==> src/rtl/alu_driver.sv <==
// Request/response sequencer around the 32-bit combinational ALU: decodes ALUOp/funct,
// registers operands into the ALU, captures its outputs. Optional macro: ALU_DRV_OVERLAP_EN.
module alu_driver #(
    parameter int unsigned WIDTH = 32
) (
    input  logic             clk,
    input  logic             reset,
    input  logic             req_valid,
    output logic             req_ready,
    input  logic [1:0]       req_aluop,
    input  logic [5:0]       req_funct,
    input  logic [WIDTH-1:0] req_a,
    input  logic [WIDTH-1:0] req_b,
    output logic [2:0]       alu_op,
    output logic [WIDTH-1:0] alu_a,
    output logic [WIDTH-1:0] alu_b,
    input  logic [WIDTH-1:0] alu_result,
    input  logic             alu_zero,
    input  logic             alu_carry,
    output logic             rsp_valid,
    input  logic             rsp_ready,
    output logic [WIDTH-1:0] rsp_result,
    output logic             rsp_zero,
    output logic             rsp_carry,
    output logic             rsp_err
);

    typedef enum logic [1:0] {
        IDLE = 2'd0,
        EXEC = 2'd1,
        RESP = 2'd2
    } state_t;

    localparam logic [2:0] OP_AND = 3'd0;
    localparam logic [2:0] OP_OR  = 3'd1;
    localparam logic [2:0] OP_ADD = 3'd2;
    localparam logic [2:0] OP_ILL = 3'd3;
    localparam logic [2:0] OP_SUB = 3'd6;
    localparam logic [2:0] OP_SLT = 3'd7;

    state_t           state_q, state_d;
    logic [2:0]       alu_op_q, alu_op_d;
    logic [WIDTH-1:0] alu_a_q, alu_a_d;
    logic [WIDTH-1:0] alu_b_q, alu_b_d;
    logic             err_pend_q, err_pend_d;
    logic [WIDTH-1:0] rsp_result_q, rsp_result_d;
    logic             rsp_zero_q, rsp_zero_d;
    logic             rsp_carry_q, rsp_carry_d;
    logic             rsp_err_q, rsp_err_d;

    logic [2:0]       dec_op;
    logic             dec_err;

    always_comb begin
        dec_op  = OP_ILL;
        dec_err = 1'b1;
        case (req_aluop)
            2'b00: begin
                dec_op  = OP_ADD;
                dec_err = 1'b0;
            end
            2'b01: begin
                dec_op  = OP_SUB;
                dec_err = 1'b0;
            end
            2'b10: begin
                case (req_funct)
                    6'b100000: begin dec_op = OP_ADD; dec_err = 1'b0; end
                    6'b100010: begin dec_op = OP_SUB; dec_err = 1'b0; end
                    6'b100100: begin dec_op = OP_AND; dec_err = 1'b0; end
                    6'b100101: begin dec_op = OP_OR;  dec_err = 1'b0; end
                    6'b101010: begin dec_op = OP_SLT; dec_err = 1'b0; end
                    default: begin
                        dec_op  = OP_ILL;
                        dec_err = 1'b1;
                    end
                endcase
            end
            default: begin
                dec_op  = OP_ILL;
                dec_err = 1'b1;
            end
        endcase
    end

    // req_ready is forced low while reset is asserted so nothing is accepted on that edge
    always_comb begin
        req_ready = 1'b0;
        if (!reset) begin
            if (state_q == IDLE) begin
                req_ready = 1'b1;
            end
`ifdef ALU_DRV_OVERLAP_EN
            else if (state_q == RESP) begin
                req_ready = rsp_ready;
            end
`endif
        end
    end

    always_comb begin
        state_d      = state_q;
        alu_op_d     = alu_op_q;
        alu_a_d      = alu_a_q;
        alu_b_d      = alu_b_q;
        err_pend_d   = err_pend_q;
        rsp_result_d = rsp_result_q;
        rsp_zero_d   = rsp_zero_q;
        rsp_carry_d  = rsp_carry_q;
        rsp_err_d    = rsp_err_q;
        case (state_q)
            IDLE: begin
                if (req_valid) begin
                    alu_op_d   = dec_op;
                    alu_a_d    = req_a;
                    alu_b_d    = req_b;
                    err_pend_d = dec_err;
                    state_d    = EXEC;
                end
            end
            EXEC: begin
                rsp_result_d = alu_result;
                rsp_zero_d   = alu_zero;
                rsp_carry_d  = ((alu_op_q == OP_ADD) || (alu_op_q == OP_SUB)) ? alu_carry : 1'b0;
                rsp_err_d    = err_pend_q;
                state_d      = RESP;
            end
            RESP: begin
                if (rsp_ready) begin
                    state_d = IDLE;
`ifdef ALU_DRV_OVERLAP_EN
                    if (req_valid) begin
                        alu_op_d   = dec_op;
                        alu_a_d    = req_a;
                        alu_b_d    = req_b;
                        err_pend_d = dec_err;
                        state_d    = EXEC;
                    end
`endif
                end
            end
            default: state_d = IDLE;
        endcase
    end

    always_ff @(posedge clk) begin
        if (reset) begin
            state_q      <= IDLE;
            alu_op_q     <= '0;
            alu_a_q      <= '0;
            alu_b_q      <= '0;
            err_pend_q   <= 1'b0;
            rsp_result_q <= '0;
            rsp_zero_q   <= 1'b0;
            rsp_carry_q  <= 1'b0;
            rsp_err_q    <= 1'b0;
        end else begin
            state_q      <= state_d;
            alu_op_q     <= alu_op_d;
            alu_a_q      <= alu_a_d;
            alu_b_q      <= alu_b_d;
            err_pend_q   <= err_pend_d;
            rsp_result_q <= rsp_result_d;
            rsp_zero_q   <= rsp_zero_d;
            rsp_carry_q  <= rsp_carry_d;
            rsp_err_q    <= rsp_err_d;
        end
    end

    assign alu_op     = alu_op_q;
    assign alu_a      = alu_a_q;
    assign alu_b      = alu_b_q;
    assign rsp_valid  = (state_q == RESP);
    assign rsp_result = rsp_result_q;
    assign rsp_zero   = rsp_zero_q;
    assign rsp_carry  = rsp_carry_q;
    assign rsp_err    = rsp_err_q;

endmodule
==> config.mk <==
export PLATFORM = sky130hd
export DESIGN_NAME = alu_driver
export DESIGN_NICKNAME = d
export VERILOG_FILES = /design/src/rtl/alu_driver.sv
export SDC_FILE = /design/constraint.sdc
export NUM_CORES = 1
export LEC_CHECK = 0
export CAP_MARGIN = 20
export CORE_ASPECT_RATIO = 0.8
export CORE_MARGIN = 2
export CORE_UTILIZATION = 34
export DETAILED_ROUTE_END_ITERATION = 16
export PLACE_DENSITY_LB_ADDON = 0.25
export SLEW_MARGIN = 25
export SYNTH_ARGS = -nofsm -noshare
export SYNTH_HDL_FRONTEND = slang
export SYNTH_SLANG_ARGS = --single-unit
==> constraint.sdc <==
create_clock -name clk -period 1.3 [get_ports clk]
set_clock_uncertainty 0.05 [all_clocks]
set_input_delay 0.26 -clock clk [delete_from_list [all_inputs] [get_ports clk]]
set_output_delay 0.26 -clock clk [all_outputs]
set_load 0.01 [all_outputs]
==> flow_metrics.py <==
metrics = {
    "worst_hold_path": {
        "hold_class": "reg -> reg",
        "whs_path_depth": 2,
    },
    "yosys": {
        "synth_top_family_by_area": "simple AND/OR/NAND/NOR gates",
        "yosysTopAreaCellShare_pct": 56.5,
        "synthSimpleGateAreaFrac_pct": 24.1,
        "ys.flop_type": "dfxtp_1",
        "synthMuxAreaShare_pct": 0.303,
        "synthArstFlopShare_pct": 0,
        "synth.avg_cell_area_um2": 7.95,
        "synth_top_cell_by_area": "dfxtp_1",
        "syn_nets": 578,
        "synthDistinctLibCells": 25,
        "seq_area_frac_synth_pct": 56.5,
        "post-synth-top-count-cell": "nand2_1",
        "synth-compound-area-share_pct": 14.8,
        "yosys_warnings": 0,
        "netlist_instances": 468,
        "synth_edf_count": 0,
        "yosys_register_bits": 105,
        "synthAdderAreaFrac_pct": 0,
        "synth_xor_area_share_pct": 0,
        "ys_top_cells_by_area": "dfxtp_1, nand2_1, a21oi_1",
        "synth_area_um2": 3720,
        "ys_top_cells_by_count": "nand2_1, dfxtp_1, a21oi_1",
    },
    "global_routing": {
        "grt_pass1_vias": 3872,
        "antenna_found_initial": 0,
        "grt_pass1_wl_mm": 18.9,
        "grt_max_degree": 44,
        "grt-ovfl-total": 0,
        "grt.total_usage_pct": 20.2,
    },
    "finish": {
        "syn_to_final_growth_pct": 92.2,
        "register_area_um2": 2110,
        "n_antenna_cell": 0,
        "stdcell_area_um2": 7150,
        "multiInputGateArea_um2": 1900,
        "fillers": 875,
        "drive_gt1_share_pct": 25.5,
        "fin_nets": 808,
    },
    "critical_path": {
        "endpoint": "alu_a[1]",
        "critPathLaunch": "state_q[0]",
        "cp_data_required_time_ns": 1.46,
        "setup.worst_path.class": "reg -> reg",
        "critPathCaptureType": "flip-flop",
        "reg2regPathDepth": 5,
        "r2r_slack_ns": -0.20,
        "startpoint_type": "flip-flop",
        "cp_max_fo": 8,
        "r2r-end": "alu_a[1]",
        "r2r-start": "state_q[0]",
        "critPathArrivalTime_ns": 1.66,
    },
    "timing": {
        "layout_setup_ws_ns": -0.201,
        "relSlewSlack_pct": 64.4,
        "maxSlewViolCount": 0,
        "fmax_ghz": 0.666,
        "whs_ns": 0.400,
        "setup_viol": 71,
        "hold_viol": 0,
        "min_period_over_period_pct": 115,
        "max_slew.worst_pin.slew_ns": 0.533,
        "rsz0062_at_grt": "true",
        "period_needed_ns": 1.50,
    },
    "detailed_routing": {
        "avgViaCountPerCell": 4.75,
        "firstDrtPassIters": 4,
        "wl_per_cell_um": 15.2,
        "wirelength_mm": 12.9,
        "via_count": 4027,
        "ant_nets": 0,
        "drt_iter0_markers": 146,
        "drc": 0,
    },
    "placed_design": {
        "dp_hpwl_mm": 8.10,
        "gp_congestion": 0.736,
        "portBuffers": 213,
        "placed_area_um2": 6140,
    },
    "floorplanning": {
        "fp.dieArea_um2": 11800,
        "core_area_um2": 10800,
        "die_x_um": 121,
        "start_util_pct": 34.6,
        "pin_count": 214,
        "fp.dieH_um": 97.5,
        "num_rows": 34,
    },
    "status": {
        "status": "finished with violations",
        "violations": "setup timing",
    },
    "flow_run": {
        "maxCapViolations": 0,
    },
    "cts": {
        "cts_tree": "built",
        "cts-root-buf": "clkbuf_16",
        "cts.path.max_buffers": 2,
        "htreeDepth": 3,
        "numCtsBuffers": 9,
        "cts_sinks": 105,
        "insertion_delay_ns": 0.34,
        "clk_pin_slew_ns": 0.07,
        "cts-hold-fix-buffers": 0,
    },
    "power_and_ir_drop": {
        "power_density_nw_per_um2": 1090,
        "peakVddDrop_v": 0.000671,
        "p_leak_nw": 2.96,
    },
}
[sequential cells by signal (all words and copies together) (netlist names), 2 cells and up]
| name | count |
|---|---|
| alu_op | 3 |
| alu_b | 32 |
| alu_a | 32 |
| state_q | 2 |
| rsp_result | 32 |
[logic make-up after synthesis]
group / Yosys count
AND/OR/NAND/NOR: 221
flip-flops: 105
multiplexers: 1
buffers and inverters: 35
AO/OA/AOI/OAI: 106
[timing repair]
action / CTS / global route
endpoints found under the setup margin: 173 / 132
cloned: 7 / 3
pin swaps: 10 / 50
setup buffers: 8 / 8
gates resized for setup: 133 / 200
[area by class of cell]
cell class                 instances  area share, %
multi-input combinational        328           26.6
clock inverter                     5          0.438
timing repair buffer             254           37.5
clock buffer                      11           3.40
sequential                       105           29.6
tap                              144           2.52
[critical path: stages, from the launching register on]
cell and delay (ns):
dfxtp_4 0.36, or3b_4 0.51, buf_12 0.18, clkbuf_16 0.16, nand2_1 0.06, a21oi_1 0.05
[power by group]
part / internal, W / switching (W)
Combinational: 0.000980 / 0.000784
Sequential: 0.00341 / 0.000108
Clock: 0.00135 / 0.00118
Total: 0.00573 / 0.00207
[layer usage]
| metal | share of wire (%) | track usage (%) |
|---|---|---|
| met5 | 0 | 0 |
| met4 | 2.8 | 8.59 |
| met3 | 7.7 | 6.69 |
| met2 | 50 | 34.5 |
| met1 | 39 | 23.0 |
[cells in the final DEF, fill, tap and decap left out, drive strengths merged, types with 2 or more instances in the layout]
cell           synthesis  layout
nand2b                 3       3
dlygate4sd2            0      44
nor4                   2       2
dfxtp                105     105
clkdlybuf4s50          0     107
nor2                   3       3
clkdlybuf4s15          0      45
a311oi                 2       2
nor2b                  5       5
nor3                   2       2
nand3b                 2       2
buf                   18      40
nand2                198     198
a21oi                101     101
clkinv                 0       4
or3b                   2       2
clkbuf                17      29
[through the flow]
step | total power [W] | instances | worst slack, ns | setup TNS (ns) | util, %
after floorplan | 0.00410 | 468 | -0.0665 | -1.97 | -
after global placement | 0.00498 | 811 | -0.585 | -38.95 | 57.1
after detailed placement | 0.00501 | 811 | -0.581 | -38.85 | 57.1
after CTS | 0.00763 | 841 | -0.177 | -9.36 | 62.0
after global routing | 0.00815 | 847 | -0.247 | -13.63 | 66.4
final | 0.00780 | 847 | -0.201 | -10.14 | 66.4
[worst min path at each step]
stage | start | endpoint | slack [ns]
after floorplan | req_a[0] | alu_a[0] | 0.35
after global placement | alu_b[19] | alu_b[19] | 0.39
after detailed placement | alu_b[29] | alu_b[29] | 0.40
after CTS | alu_b[14] | alu_b[14] | 0.40
after global routing | alu_result[14] | rsp_result[14] | 0.41
final | alu_a[1] | alu_a[1] | 0.40
No activity file was read; power rests on OpenSTA's default activity.
